--- config.mk ---
export PLATFORM = sky130hd
export DESIGN_NAME = multicycle_control_unit_flat
export DESIGN_NICKNAME = d
export VERILOG_FILES = /design/src/rtl/multicycle_control_unit_if.sv /design/src/rtl/multicycle_control_unit.sv /design/src/flat_wrapper.sv
export SDC_FILE = /design/constraint.sdc
export NUM_CORES = 1
export LEC_CHECK = 0
export BUFFER_PORTS_ARGS = -buffer_cell sky130_fd_sc_hd__buf_2
export CORE_MARGIN = 1
export CORE_UTILIZATION = 46
export CTS_CLUSTER_SIZE = 10
export DETAILED_ROUTE_END_ITERATION = 12
export PLACE_DENSITY_LB_ADDON = 0.05
export SLEW_MARGIN = 20
export SYNTH_ARGS = -nofsm -noshare
export SYNTH_HDL_FRONTEND = slang
export SYNTH_SLANG_ARGS = --single-unit
--- constraint.sdc ---
create_clock -name clk -period 4.1 [get_ports clk]
set_input_delay 0.205 -clock clk [delete_from_list [all_inputs] [get_ports clk]]
set_output_delay 0.205 -clock clk [all_outputs]
set_load 0.1 [all_outputs]
--- src/rtl/multicycle_control_unit_if.sv ---
// Decoder-to-datapath bundle: instruction fields and ALU flags in, mux selects and enables out.
// master = control unit, slave = datapath side.
interface multicycle_control_unit_if #(
  parameter int ALUCTRL_W = 3
);
  logic [1:0]           Op;
  logic [5:0]           Funct;
  logic [3:0]           Rd;
  logic [3:0]           Cond;
  logic [3:0]           ALUFlags;
  logic                 PCWrite;
  logic                 AdrSrc;
  logic                 MemW;
  logic                 IRWrite;
  logic [1:0]           ResultSrc;
  logic                 ALUSrcA;
  logic [1:0]           ALUSrcB;
  logic                 RegW;
  logic [1:0]           ImmSrc;
  logic [1:0]           RegSrc;
  logic [ALUCTRL_W-1:0] ALUControl;
  logic [3:0]           Flags;
  logic                 Illegal;

  modport master (
    input  Op, Funct, Rd, Cond, ALUFlags,
    output PCWrite, AdrSrc, MemW, IRWrite, ResultSrc, ALUSrcA, ALUSrcB,
           RegW, ImmSrc, RegSrc, ALUControl, Flags, Illegal
  );

  modport slave (
    output Op, Funct, Rd, Cond, ALUFlags,
    input  PCWrite, AdrSrc, MemW, IRWrite, ResultSrc, ALUSrcA, ALUSrcB,
           RegW, ImmSrc, RegSrc, ALUControl, Flags, Illegal
  );
endinterface

--- src/rtl/multicycle_control_unit.sv ---
// Moore FSM control unit for the multi-cycle ARM-subset core, with MUL stall and NZCV register.
// Define COND_EXEC_EN to gate each instruction on its condition field in DECODE.
module multicycle_control_unit #(
  parameter int MUL_CYCLES = 4,
  parameter int ALUCTRL_W  = 3
) (
  input  logic                        clk,
  input  logic                        rst_n,
  multicycle_control_unit_if.master   bus
);

  typedef enum logic [3:0] {
    FETCH    = 4'd0,
    DECODE   = 4'd1,
    MEMADR   = 4'd2,
    MEMREAD  = 4'd3,
    MEMWB    = 4'd4,
    MEMWRITE = 4'd5,
    EXECR    = 4'd6,
    EXECI    = 4'd7,
    ALUWB    = 4'd8,
    BRANCH   = 4'd9
  } state_t;

  localparam logic [2:0] ALU_ADD = 3'b000;
  localparam logic [2:0] ALU_SUB = 3'b001;
  localparam logic [2:0] ALU_MUL = 3'b010;
  localparam logic [2:0] ALU_AND = 3'b100;
  localparam logic [2:0] ALU_ORR = 3'b101;

  localparam logic [3:0] MUL_LAST = 4'(MUL_CYCLES - 1);

  state_t     state;
  state_t     state_nxt;
  logic [3:0] mul_cnt;
  logic [3:0] mul_cnt_nxt;
  logic [3:0] flags_q;
  logic [3:0] flags_nxt;

  logic [2:0] alu_op;
  logic       in_exec;
  logic       exec_last;
  logic       cond_pass;

  logic       pc_write;
  logic       adr_src;
  logic       mem_w;
  logic       ir_write;
  logic [1:0] result_src;
  logic       alu_src_a;
  logic [1:0] alu_src_b;
  logic       reg_w;
  logic [2:0] alu_ctl;
  logic       illegal;

  always_comb begin
    alu_op = ALU_ADD;
    case (bus.Funct[4:1])
      4'b0000: alu_op = ALU_ADD;
      4'b0001: alu_op = ALU_SUB;
      4'b0010: alu_op = ALU_MUL;
      4'b1000: alu_op = ALU_AND;
      4'b1001: alu_op = ALU_ORR;
      default: alu_op = ALU_ADD;
    endcase
  end

  // MUL holds EXEC for MUL_CYCLES cycles; every other op leaves after one.
  assign in_exec   = (state == EXECR) || (state == EXECI);
  assign exec_last = in_exec && ((alu_op != ALU_MUL) || (mul_cnt == MUL_LAST));

  always_comb begin
    mul_cnt_nxt = 4'd0;
    if (in_exec && (alu_op == ALU_MUL) && !exec_last) begin
      mul_cnt_nxt = mul_cnt + 4'd1;
    end
  end

`ifdef COND_EXEC_EN
  logic flag_n;
  logic flag_z;
  logic flag_c;
  logic flag_v;

  assign {flag_n, flag_z, flag_c, flag_v} = flags_q;

  always_comb begin
    cond_pass = 1'b1;
    case (bus.Cond)
      4'b0000: cond_pass = flag_z;
      4'b0001: cond_pass = !flag_z;
      4'b0010: cond_pass = flag_c;
      4'b0011: cond_pass = !flag_c;
      4'b0100: cond_pass = flag_n;
      4'b0101: cond_pass = !flag_n;
      4'b0110: cond_pass = flag_v;
      4'b0111: cond_pass = !flag_v;
      4'b1000: cond_pass = flag_c && !flag_z;
      4'b1001: cond_pass = !flag_c || flag_z;
      4'b1010: cond_pass = (flag_n == flag_v);
      4'b1011: cond_pass = (flag_n != flag_v);
      4'b1100: cond_pass = !flag_z && (flag_n == flag_v);
      4'b1101: cond_pass = flag_z || (flag_n != flag_v);
      default: cond_pass = 1'b1;
    endcase
  end
`else
  logic unused_cond;

  assign unused_cond = ^bus.Cond;
  assign cond_pass   = 1'b1;
`endif

  // Flag writes only on the cycle the result is final; C/V only meaningful for ADD/SUB.
  always_comb begin
    flags_nxt = flags_q;
    if (exec_last && bus.Funct[0]) begin
      flags_nxt[3:2] = bus.ALUFlags[3:2];
      if ((alu_op == ALU_ADD) || (alu_op == ALU_SUB)) begin
        flags_nxt[1:0] = bus.ALUFlags[1:0];
      end
    end
  end

  always_ff @(posedge clk or negedge rst_n) begin
    if (!rst_n) begin
      state   <= FETCH;
      mul_cnt <= 4'd0;
      flags_q <= 4'b0000;
    end else begin
      state   <= state_nxt;
      mul_cnt <= mul_cnt_nxt;
      flags_q <= flags_nxt;
    end
  end

  always_comb begin
    state_nxt  = state;
    pc_write   = 1'b0;
    adr_src    = 1'b0;
    mem_w      = 1'b0;
    ir_write   = 1'b0;
    result_src = 2'b00;
    alu_src_a  = 1'b0;
    alu_src_b  = 2'b00;
    reg_w      = 1'b0;
    alu_ctl    = ALU_ADD;
    illegal    = 1'b0;
    case (state)
      FETCH: begin
        adr_src    = 1'b0;
        ir_write   = 1'b1;
        alu_src_a  = 1'b1;
        alu_src_b  = 2'b10;
        result_src = 2'b10;
        pc_write   = 1'b1;
        state_nxt  = DECODE;
      end
      DECODE: begin
        alu_src_a  = 1'b1;
        alu_src_b  = 2'b10;
        result_src = 2'b10;
        if (!cond_pass) begin
          state_nxt = FETCH;
        end else begin
          case (bus.Op)
            2'b00:   state_nxt = bus.Funct[5] ? EXECI : EXECR;
            2'b01:   state_nxt = MEMADR;
            2'b10:   state_nxt = BRANCH;
            default: begin
              state_nxt = FETCH;
              illegal   = 1'b1;
            end
          endcase
        end
      end
      MEMADR: begin
        alu_src_a = 1'b0;
        alu_src_b = 2'b01;
        state_nxt = bus.Funct[0] ? MEMREAD : MEMWRITE;
      end
      MEMREAD: begin
        adr_src    = 1'b1;
        result_src = 2'b00;
        state_nxt  = MEMWB;
      end
      MEMWB: begin
        result_src = 2'b01;
        reg_w      = 1'b1;
        pc_write   = (bus.Rd == 4'b1111);
        state_nxt  = FETCH;
      end
      MEMWRITE: begin
        adr_src   = 1'b1;
        mem_w     = 1'b1;
        state_nxt = FETCH;
      end
      EXECR, EXECI: begin
        alu_src_a = 1'b0;
        alu_src_b = (state == EXECI) ? 2'b01 : 2'b00;
        alu_ctl   = alu_op;
        state_nxt = exec_last ? ALUWB : state;
      end
      ALUWB: begin
        result_src = 2'b00;
        reg_w      = 1'b1;
        pc_write   = (bus.Rd == 4'b1111);
        state_nxt  = FETCH;
      end
      BRANCH: begin
        alu_src_a  = 1'b0;
        alu_src_b  = 2'b01;
        result_src = 2'b10;
        pc_write   = 1'b1;
        state_nxt  = FETCH;
      end
      default: begin
        state_nxt = FETCH;
      end
    endcase
  end

  // Architectural strobes are held off for the whole time reset is low.
  assign bus.PCWrite    = pc_write & rst_n;
  assign bus.IRWrite    = ir_write & rst_n;
  assign bus.RegW       = reg_w & rst_n;
  assign bus.MemW       = mem_w & rst_n;
  assign bus.AdrSrc     = adr_src;
  assign bus.ResultSrc  = result_src;
  assign bus.ALUSrcA    = alu_src_a;
  assign bus.ALUSrcB    = alu_src_b;
  assign bus.ALUControl = ALUCTRL_W'(alu_ctl);
  assign bus.Illegal    = illegal;
  assign bus.Flags      = flags_q;
  assign bus.ImmSrc     = bus.Op;
  assign bus.RegSrc     = {(bus.Op == 2'b01), (bus.Op == 2'b10)};

endmodule

--- src/flat_wrapper.sv ---
// flat-port wrapper written by rule: the top's interface ports become plain ports
module multicycle_control_unit_flat 
#(
  parameter int MUL_CYCLES = 4,
  parameter int ALUCTRL_W  = 3
)
  (clk, rst_n, bus_Op, bus_Funct, bus_Rd, bus_Cond, bus_ALUFlags, bus_PCWrite, bus_AdrSrc, bus_MemW, bus_IRWrite, bus_ResultSrc, bus_ALUSrcA, bus_ALUSrcB, bus_RegW, bus_ImmSrc, bus_RegSrc, bus_ALUControl, bus_Flags, bus_Illegal);
  multicycle_control_unit_if #(.ALUCTRL_W(ALUCTRL_W)) bus_i ();
  input  logic clk;
  input  logic rst_n;
  input wire logic [$bits(bus_i.Op)-1:0] bus_Op;
  input wire logic [$bits(bus_i.Funct)-1:0] bus_Funct;
  input wire logic [$bits(bus_i.Rd)-1:0] bus_Rd;
  input wire logic [$bits(bus_i.Cond)-1:0] bus_Cond;
  input wire logic [$bits(bus_i.ALUFlags)-1:0] bus_ALUFlags;
  output wire logic [$bits(bus_i.PCWrite)-1:0] bus_PCWrite;
  output wire logic [$bits(bus_i.AdrSrc)-1:0] bus_AdrSrc;
  output wire logic [$bits(bus_i.MemW)-1:0] bus_MemW;
  output wire logic [$bits(bus_i.IRWrite)-1:0] bus_IRWrite;
  output wire logic [$bits(bus_i.ResultSrc)-1:0] bus_ResultSrc;
  output wire logic [$bits(bus_i.ALUSrcA)-1:0] bus_ALUSrcA;
  output wire logic [$bits(bus_i.ALUSrcB)-1:0] bus_ALUSrcB;
  output wire logic [$bits(bus_i.RegW)-1:0] bus_RegW;
  output wire logic [$bits(bus_i.ImmSrc)-1:0] bus_ImmSrc;
  output wire logic [$bits(bus_i.RegSrc)-1:0] bus_RegSrc;
  output wire logic [$bits(bus_i.ALUControl)-1:0] bus_ALUControl;
  output wire logic [$bits(bus_i.Flags)-1:0] bus_Flags;
  output wire logic [$bits(bus_i.Illegal)-1:0] bus_Illegal;
  assign bus_i.Op = bus_Op;
  assign bus_i.Funct = bus_Funct;
  assign bus_i.Rd = bus_Rd;
  assign bus_i.Cond = bus_Cond;
  assign bus_i.ALUFlags = bus_ALUFlags;
  assign bus_PCWrite = bus_i.PCWrite;
  assign bus_AdrSrc = bus_i.AdrSrc;
  assign bus_MemW = bus_i.MemW;
  assign bus_IRWrite = bus_i.IRWrite;
  assign bus_ResultSrc = bus_i.ResultSrc;
  assign bus_ALUSrcA = bus_i.ALUSrcA;
  assign bus_ALUSrcB = bus_i.ALUSrcB;
  assign bus_RegW = bus_i.RegW;
  assign bus_ImmSrc = bus_i.ImmSrc;
  assign bus_RegSrc = bus_i.RegSrc;
  assign bus_ALUControl = bus_i.ALUControl;
  assign bus_Flags = bus_i.Flags;
  assign bus_Illegal = bus_i.Illegal;
  multicycle_control_unit #(.MUL_CYCLES(MUL_CYCLES), .ALUCTRL_W(ALUCTRL_W)) u_core (.clk(clk), .rst_n(rst_n), .bus(bus_i));
endmodule
# Word-level counts from Yosys, hierarchy flattened
# Cells that the tools add are included.
[totals]
elab_cells = 69
inputBits = 22
mem_bits_rw = 0
register_bits = 12
mem_count = 0
latchBits = 0
mem_bits_ro = 0
[op_classes]
n_div = 0
bitwise = 4
n_mux = 19
mul = 0
n_addsub = 1
n_reduce_logical = 20
eq_ne = 21
n_lt_le_gt_ge = 0
shift = 0
[ops]
columns = ["cell", "count"]
rows = [
  ["equality test 4 bit (second input constant)", 5],
  ["case mux 4 bit (5 select lines)", 1],
  ["equality test 4 x 2 -> 1 bit (second input constant)", 4],
  ["equality test 4 x 3 -> 1 bit (second input constant)", 4],
  ["case mux 3 bit (4 select lines)", 1],
  ["case mux 4 bit (3 select lines)", 1],
  ["OR reduction 2 bit", 6],
  ["2-to-1 mux 1 bit", 9],
  ["equality test 4 x 1 -> 1 bit (second input constant)", 2],
  ["2-to-1 mux 4 bit", 2],
  ["2-to-1 mux 3 bit", 2],
  ["case mux 2 bit (3 select lines)", 1],
  ["OR reduction 3 bit", 2],
  ["adder 4 x 1 -> 4 bit (second input constant)", 1],
  ["AND 1 bit", 4],
  ["logical AND 1 bit", 4],
  ["zero test 4 bit", 1],
  ["case mux 2 bit (2 select lines)", 1],
  ["equality test 3 x 1 -> 1 bit (second input constant)", 1],
  ["equality test 3 x 2 -> 1 bit (second input constant)", 1],
  ["zero test 3 bit", 1],
  ["logical OR 1 bit", 3],
  ["!= test 3 x 2 -> 1 bit (second input constant)", 1],
  ["equality test 2 x 1 -> 1 bit (second input constant)", 1],
  ["6 further kinds", 6],
]

# Logic depth before layout (Yosys ltp)
# Gate-level depths: netlist (run 1).
[depth]
word_depth = 8
mapped_depth = 5

# Worst setup path before layout (run 1)
# Ideal clock, no wire load.
[synth_timing]
path_kind = "reg2out"
startpoint = "register u_core.state[3]"
endpoint = "output bus_ALUControl[0]"
path_stages_with_launch = 3
slack_ns = 0.152
arrival_time_ns = 3.743
path_cell_list = "dfrtp_1 > nand3b_1 > nor4b_1"
[synth_via]
elab_chain_cells = 3
elab_cells_between_ends = 4
cone_classes = "eq/ne: 2; mux: 1; reduce/logical: 1"
[synth_lines]
columns = ["element", "line", "source"]
rows = [
  ["start: declaration", "multicycle_control_unit.sv:33", "state_t state;"],
  ["start signal: assignment", "multicycle_control_unit.sv:131", "state <= state_nxt;"],
  ["equality test 4 x 3 -> 1 bit", "multicycle_control_unit.sv:149", "case (state)"],
  ["OR reduction 2 bit (*)", "multicycle_control_unit.sv:149", ""],
  ["2-to-1 mux 3 bit (*)", "multicycle_control_unit.sv:149", ""],
  ["end: declaration", "flat_wrapper.sv:26", "output wire logic [$bits(bus_i.ALUControl)-1:0] bus_ALUControl;"],
]
# Every way passes the cells marked *; elsewhere a longest branch is shown, timed or not.

# Final worst setup path (run 1)
[layout_timing]
startpoint = "register u_core.state[2]"
endpoint = "output bus_ALUControl[2]"
# Same word-level chain as after synthesis.

==> impl_metrics.json, run 1 <==
{
  "status": "finished with violations",
  "violations": "design-rule violations",
  "via_count": 764,
  "critPathKind": "flop to primary output",
  "r2r-start": "u_core.state[2]",
  "ioPinCount": 44,
  "max_slew.worst_pin.slew_ns": 0.481,
  "multiInputGateArea_um2": 424,
  "ys_seq_elements": 12,
  "nNetsFinal": 146,
  "hold_viol": 0,
  "reg2reg_depth": 3,
  "clock_path_buffers": 2,
  "hold_class": "input pin to flop",
  "cp_max_fo": 15,
  "yosysTopAreaCell": "dfrtp_1",
  "grt_pass1_vias": 608,
  "cts_tree": "done",
  "syn-num-nets": 109,
  "clock_sink_count": 12,
  "ant_nets": 0,
  "overflow": 0,
  "clkLatencyLatePin_ns": 0.28,
  "grt_use_met2_pct": 32.7,
  "seq_area_um2": 300,
  "rows": 14,
  "cts_resized": 0,
  "syn_area_per_cell_um2": 9.17,
  "die_h_um": 43.4,
  "dieWidth_um": 43.4,
  "final_cell_area_mm2": 0.00100,
  "routedWlPerCell_um": 12.0,
  "area_growth_pct": 27.0,
  "ctsHoldBuffers": 1,
  "yosysWarnings": 0,
  "grt_util_met3_pct": 7.92,
  "slew_headroom_pct": 67.9,
  "hold_path_depth": 2,
  "min_from": "bus_Funct[0]",
  "r2r-end": "u_core.bus.Flags[1]",
  "synth_area_um2": 788,
  "use_met1_pct": 20.8,
  "grt_pass1_wl_um": 2550,
  "diodes": 0,
  "cp-end-kind": "primary output",
  "path_clk_slew_ns": 0.07,
  "cts_made_buffers": 3,
  "gr-max-usage-layer": "met2",
  "synth.area.top_cells": "dfrtp_1, mux2_2, nor2_1, nor3b_1, xnor2_1",
  "grt_max_degree": 16,
  "synth_cell_types": 34,
  "required_ns": 3.89,
  "synth_top_area_share_pct": 38.1,
  "drive_above_1_share_pct": 41.8,
  "max_freq_ghz": 0.471,
  "drt_iter0_markers": 12,
  "postCtsSetupRepairBufs": 0,
  "synth_edf_count": 0,
  "drt_first_pass_iters": 8,
  "cts.htree.levels": 1,
  "grt_setup_unrepaired": "no",
  "cts_root_buffer": "clkbuf_4",
  "finalSetupViolations": 0,
  "cp_cell_sequence": "nand3b_1 > nor4b_1 > buf_2",
  "numPortBuffers": 39,
  "drc": 1,
  "worst_hold_slack_ns": 0.166,
  "period_needed_ns": 2.12,
  "ys_seq_area_share_pct": 38.1,
  "coreArea_mm2": 0.00156,
  "finalMaxSlewViolations": 0,
  "hold_end": "u_core.state[2]",
  "nFillCells": 144,
  "grt_usage_pct": 18.8,
  "synth-main-ff-cell": "dfrtp_1",
  "slowest_stage": "dfrtp_1",
  "die_area_mm2": 0.00188,
  "clock_skew_ns": 0.00625,
  "fin_setup_tns_ns": 0,
  "syn_inst": 86,
  "hpwlAfterDp_um": 1290,
  "placedInstanceArea_um2": 955,
  "synthArstFlopShare_pct": 100,
  "timing.final.crit_share_pct": 51.8,
  "start_util_pct": 50.6,
  "gp_congestion": 0.733,
  "cp-start-kind": "flop",
  "arrival_ns": 1.92,
  "worst_path_largest_cell_delay_ns": 0.64,
  "rrSetupSlack_ns": 2.44,
  "antenna_found_initial": 0,
  "viasPerCell": 5.54,
  "maxCapViolations": 0,
  "finalWirelength_um": 1650
}
==> how the worst max path moves through the flow <==
| stage | start | end | slack, ns |
|---|---|---|---|
| 2_1_floorplan | u_core.state[3] | bus_ALUControl[0] | 0.15 |
| 3_3_place_gp | u_core.state[2] | bus_ALUControl[2] | 2.31 |
| 3_5_place_dp | u_core.state[2] | bus_ALUControl[2] | 2.28 |
| 4_1_cts | u_core.state[2] | bus_ALUControl[2] | 1.96 |
| 5_1_grt | u_core.state[2] | bus_ALUControl[2] | 1.75 |
| 6_report | u_core.state[2] | bus_ALUControl[2] | 1.98 |
==> layout by cell type (no fill, tap or decap), types with 2 or more instances in the layout <==
cell       n
buf_2     39
nor4b_1    2
o31ai_1    2
nor3_1     4
clkbuf_4   3
o21ai_0    4
nor4_1     3
dfrtp_1   12
o211ai_1   2
xnor2_1    3
nor2b_1    3
nand2b_1   2
nor3b_1    5
inv_1      4
nand3_1    3
nor2_1    10
mux2_2     4
==> critical path: cells and delay by family, from the launching register on <==
family	cells	cell delay, ns
buffers and inverters	1	0.47
flip-flops	1	0.64
AND/OR/NAND/NOR	2	0.52
==> sequential cells by signal (all words and copies together), names as in the netlist <==
signal / cells
u_core.bus.Flags: 4
u_core.mul_cnt: 4
u_core.state: 4
==> synthesized netlist by cell type (2+ instances only) <==
master,count
nor4b_1,2
nor2b_1,3
nand3_1,3
mux2_2,4
o21ai_0,4
dfrtp_1,12
o211ai_1,2
inv_1,4
nor4_1,3
nor2_1,10
xnor2_1,3
o31ai_1,2
buf_4,3
clkbuf_1,3
nor3b_1,5
nor3_1,4
nand2b_1,2
==> cells by family (layout without fill, tap and decap cells) <==
group | Yosys count | count (layout) | synth area share [%]
AOI/OAI and AO/OA | 12 | 12 | 11.0
and+or+nand+nor | 41 | 41 | 31.1
muxes | 4 | 4 | 5.71
xor gates and xnor gates | 4 | 4 | 4.45
adders and majority gates | 1 | 1 | 1.59
buffers and inverters | 12 | 48 | 8.09
DFF | 12 | 12 | 38.1
==> metrics by stage <==
| stage | utilization [%] | setup WS [ns] | cells |
|---|---|---|---|
| 2_1_floorplan | - | 0.152 | 86 |
| 6_report | 64.2 | 1.98 | 138 |
| 4_1_cts | 64.2 | 1.96 | 138 |
| 3_3_place_gp | 61.2 | 2.31 | 133 |
| 3_5_place_dp | 61.2 | 2.28 | 133 |
| 5_1_grt | 64.2 | 1.75 | 138 |
==> cell type report <==
type / count / area share [%]
repair buffers: 40 / 20.5
well taps: 16 / 2.00
multi-input cells: 62 / 42.4
flip-flops and latches: 12 / 30.0
clock buffers: 4 / 3.62
inverters: 4 / 1.50
==> metal layers <==
layer	share of wire, %	vias to the layer above
met5	0	-
met4	1.0	0
met3	6.4	5
met2	49	23
met1	44	359
li1	-	377
Power of run 1 is left out: the tool's default activity adds up to more than one toggle a clock period on the data nets, which glitch-free logic cannot reach.
==> run 2: changes to the inputs <==
CORE_UTILIZATION = 39   (was 46)
clock period = 1.9 ns   (was 4.1 ns; I/O delays follow)
==> run 2 against run 1 <==
Effect of this change: the run now ends clean; clock-buffer cell count unchanged; die area is 17% higher; largest cell class unchanged; routed wire length up 17%; critical path depth is 2 higher; worst setup slack got worse by 1.8 ns; highest routed layer is now met3; critical endpoint is now bus_ALUSrcB[0].
==> impl_metrics.json, run 2 (synthesis results as in run 1) <==
{
  "coreArea_mm2": 0.00180,
  "max_slew.worst_pin.slew_ns": 0.486,
  "antenna_found_initial": 0,
  "ioPinCount": 44,
  "setup_ws_ns": 0.128,
  "cp-start-kind": "flop",
  "viasPerCell": 5.24,
  "dieWidth_um": 47.0,
  "hold_viol": 0,
  "status": "finished clean",
  "final_cell_mix": "buf_2, dfrtp_1, buf_12, nor2_1",
  "rrSetupSlack_ns": 0.25,
  "cts_tree": "done",
  "hold_class": "input pin to flop",
  "multiInputGateArea_um2": 520,
  "fin_util_pct": 71.3,
  "drive_above_1_share_pct": 52.8,
  "arrival_ns": 1.68,
  "critPathKind": "flop to primary output",
  "nFillCells": 148,
  "die_h_um": 47.0,
  "timing.final.crit_share_pct": 93.3,
  "clkLatencyLatePin_ns": 0.27,
  "cp_max_fo": 9,
  "path_clk_slew_ns": 0.08,
  "gp_congestion": 0.844,
  "drt_first_pass_iters": 4,
  "grt_max_degree": 13,
  "cp-end-kind": "primary output",
  "min_from": "bus_ALUFlags[0]",
  "routedWlPerCell_um": 12.7,
  "start_util_pct": 43.7,
  "grt_pass1_wl_um": 3010,
  "hold_end": "u_core.bus.Flags[0]",
  "finalWirelength_um": 1930,
  "rows": 15,
  "dp_slack_ns": 0.315,
  "grt_setup_unrepaired": "no",
  "cts_made_buffers": 3,
  "nNetsFinal": 151,
  "via_count": 797,
  "placedInstanceArea_mm2": 0.00123,
  "hold_path_depth": 2,
  "cts_root_buffer": "clkbuf_4",
  "max_freq_ghz": 0.564,
  "die_area_mm2": 0.00220,
  "finalMaxSlewViolations": 0,
  "final_cell_area_mm2": 0.00128,
  "grt_usage_pct": 19.9,
  "final_common_cell": "buf_2",
  "required_ns": 1.80,
  "overflow": 0,
  "clock_path_buffers": 2,
  "r2r-start": "u_core.mul_cnt[0]",
  "ant_nets": 0,
  "drt_iter0_markers": 16,
  "reg2reg_depth": 4,
  "maxCapViolations": 0,
  "grt_pass1_vias": 726,
  "hpwlAfterDp_um": 1530,
  "period_needed_ns": 1.77,
  "clock_skew_ns": 0.0103,
  "cts.htree.levels": 1,
  "diodes": 0,
  "seq_area_um2": 302,
  "area_growth_pct": 63.0,
  "slew_headroom_pct": 67.8,
  "finalSetupViolations": 0,
  "r2r-end": "u_core.bus.Flags[2]",
  "numPortBuffers": 39,
  "clock_sink_count": 12,
  "drc": 0
}
run 2: cell count changes in the layout (fill, tap and decap cells not counted), moves of 2 or more:
cell,previous run,this run
nor2_1,10,8
nor4_1,3,0
buf_2,39,29
buf_4,0,5
nor3_1,4,1
nor4b_2,0,2
nor4_4,0,3
buf_12,0,9
nor2_2,1,3
nor3_4,0,3
nor4b_1,2,0
run 2: how the worst max path moves through the flow:
| stage | from | to | slack [ns] |
|---|---|---|---|
| detailed placement | u_core.mul_cnt[0] | u_core.bus.Flags[2] | 0.31 |
| CTS | u_core.state[1] | bus_Illegal | 0.01 |
| global route | u_core.state[3] | bus_ALUControl[2] | 0.03 |
| global placement | u_core.state[1] | u_core.bus.Flags[1] | 0.36 |
| floorplan | u_core.state[3] | bus_ALUControl[0] | -0.56 |
| finish | u_core.state[1] | bus_ALUSrcB[0] | 0.13 |
run 2: per-stage QoR:
step | hold WS, ns | instances | TNS, ns
after floorplan | -0.201 | 86 | -1.32
after CTS | 0.0472 | 152 | 0
after global placement | 0.0521 | 147 | 0
after detailed placement | 0.0486 | 147 | 0
final | 0.0573 | 152 | 0
after global routing | 0.0515 | 152 | 0
run 2: per-layer routing:
| layer | wire [um] | GRT usage [%] |
|---|---|---|
| met5 | 0 | 0 |
| met4 | 0 | 3.43 |
| met3 | 134 | 6.92 |
| met2 | 1000 | 36.1 |
| met1 | 796 | 22.9 |
run 2: critical path, cell delays in order, from the launching register on:
cell and delay [ns]:
dfrtp_2 0.50, buf_4 0.20, and3b_1 0.19, o21ai_0 0.20, nand2_1 0.13, buf_12 0.18
run 2: cell type report:
cell class                 instances  area share, %
multi-input combinational         62           40.5
tap                               25           2.43
inverter                           4           1.17
timing repair buffer              45           29.6
clock buffer                       4           2.82
sequential                        12           23.5
run 2: repair_timing:
action,in CTS,in global routing
gates resized for setup,0,2
setup endpoints to repair,0,5
hold buffers,1,0
hold endpoints to repair,12,0
buffers inserted,0,0
Power of run 2 is left out for the same reason.
==> run 3: changes to the inputs <==
CORE_UTILIZATION = 29   (was 39)
==> run 3 against run 2 <==
Effect of this change: critical path depth unchanged; final cell count is 2.0% higher; via count decreased by 0.25%; non-clock buffer count fell by 1; largest cell class unchanged; final area stayed put; sequential cell count is the same; critical endpoint is now bus_PCWrite; critical path type unchanged.
==> impl_metrics.json, run 3 (synthesis results as in run 1) <==
{
  "cts_made_buffers": 3,
  "timing.final.crit_share_pct": 94.0,
  "r2r-end": "u_core.state[0]",
  "nFillCells": 235,
  "required_ns": 1.80,
  "via_count": 795,
  "hold_path_depth": 2,
  "clock_path_buffers": 2,
  "cts_tree": "done",
  "overflow": 0,
  "rows": 18,
  "max_slew.worst_pin.slew_ns": 0.486,
  "numPortBuffers": 39,
  "drt_iter0_markers": 7,
  "cts.htree.levels": 1,
  "start_util_pct": 31.3,
  "gp_congestion": 0.825,
  "arrival_ns": 1.69,
  "min_from": "bus_ALUFlags[1]",
  "grt_pass1_vias": 768,
  "critPathKind": "flop to primary output",
  "slew_headroom_pct": 67.8,
  "die_area_mm2": 0.00293,
  "maxCapViolations": 0,
  "drt_first_pass_iters": 4,
  "drc": 0,
  "area_growth_pct": 63.0,
  "postCtsSetupRepairBufs": 0,
  "finalSetupViolations": 0,
  "path_clk_slew_ns": 0.07,
  "clock_skew_ns": 0.00151,
  "fin_setup_tns_ns": 0,
  "ioPinCount": 44,
  "diodes": 0,
  "antenna_found_initial": 0,
  "period_needed_ns": 1.79,
  "grt_usage_pct": 15.5,
  "clock_sink_count": 12,
  "r2r-start": "u_core.state[1]",
  "hold_viol": 0,
  "cp-end-kind": "primary output",
  "grt_setup_unrepaired": "no",
  "cp_max_fo": 9,
  "finalWirelength_um": 1890,
  "hpwlAfterDp_um": 1510,
  "grt_max_degree": 13,
  "nNetsFinal": 150,
  "seq_area_um2": 302,
  "grt_pass1_wl_um": 3250,
  "viasPerCell": 5.13,
  "routedWlPerCell_um": 12.2,
  "clkLatencyLatePin_ns": 0.26,
  "final_cell_mix": "buf_2, dfrtp_1, buf_12, nor2_1, nor3b_1",
  "hold_class": "input pin to flop",
  "max_freq_ghz": 0.560,
  "die_h_um": 54.1,
  "drive_above_1_share_pct": 52.8,
  "finalMaxSlewViolations": 0,
  "reg2reg_depth": 3,
  "rrSetupSlack_ns": 0.30,
  "final_common_cell": "buf_2",
  "ant_nets": 0,
  "dieWidth_um": 54.1,
  "cts_root_buffer": "clkbuf_4",
  "status": "finished clean",
  "coreArea_mm2": 0.00252,
  "hold_end": "u_core.bus.Flags[1]",
  "multiInputGateArea_um2": 523,
  "cp-start-kind": "flop"
}
==> run 3: cell count changes in the layout (fill, tap and decap cells not counted), sizes merged <==
cell / change
clkbuf: -2
==> run 3: how the worst max path moves through the flow <==
stage | from | endpoint | slack (ns) | cells past startpoint
after detailed placement | u_core.state[1] | u_core.state[0] | 0.31 | 3
final | u_core.state[3] | bus_PCWrite | 0.11 | 5
after global placement | u_core.state[1] | u_core.state[0] | 0.34 | 3
after global routing | u_core.state[3] | bus_PCWrite | 0.005 | 5
after floorplan | u_core.state[3] | bus_ALUControl[0] | -0.56 | 2
after CTS | u_core.state[1] | bus_PCWrite | 0.08 | 4
==> run 3: repair_timing <==
action                                  in CTS  in global routing
hold buffers                                 1                  0
endpoints found under the setup margin       0                  2
gates resized for setup                      0                  2
endpoints found under the hold margin       12                  0
==> run 3: critical path, stage by stage, from the launching register on <==
cell and delay [ns]:
dfrtp_1 0.43, buf_4 0.25, nor2b_1 0.27, o21ai_0 0.10, and3_1 0.20, buf_12 0.17
==> run 3: metrics by stage <==
stage	cell area [um2]	std cells	hold WS, ns	util [%]	worst slack (ns)
finish	1280	155	0.0636	50.9	0.114
global route	1280	155	0.0545	50.9	0.00528
CTS	1280	155	0.0579	50.8	0.0765
detailed placement	1250	151	0.0621	49.5	0.315
global placement	1250	151	0.0597	49.5	0.336
floorplan	903	86	-0.201	-	-0.556
==> run 3: area by class of cell <==
type / count / area share [%]
clock buffers: 3 / 1.75
inverters: 4 / 1.17
multi-input cells: 62 / 40.7
flip-flops and latches: 12 / 23.5
well taps: 30 / 2.92
repair buffers: 44 / 30.0
==> run 3: layer usage <==
| layer | wire length (um) | GRT usage [%] | vias to the layer above |
|---|---|---|---|
| li1 | - | - | 385 |
| met1 | 866 | 19.0 | 385 |
| met2 | 924 | 26.2 | 25 |
| met3 | 100 | 5.37 | 0 |
| met4 | 0 | 2.56 | 0 |
| met5 | 0 | 0 | - |
Power of run 3 is left out for the same reason.
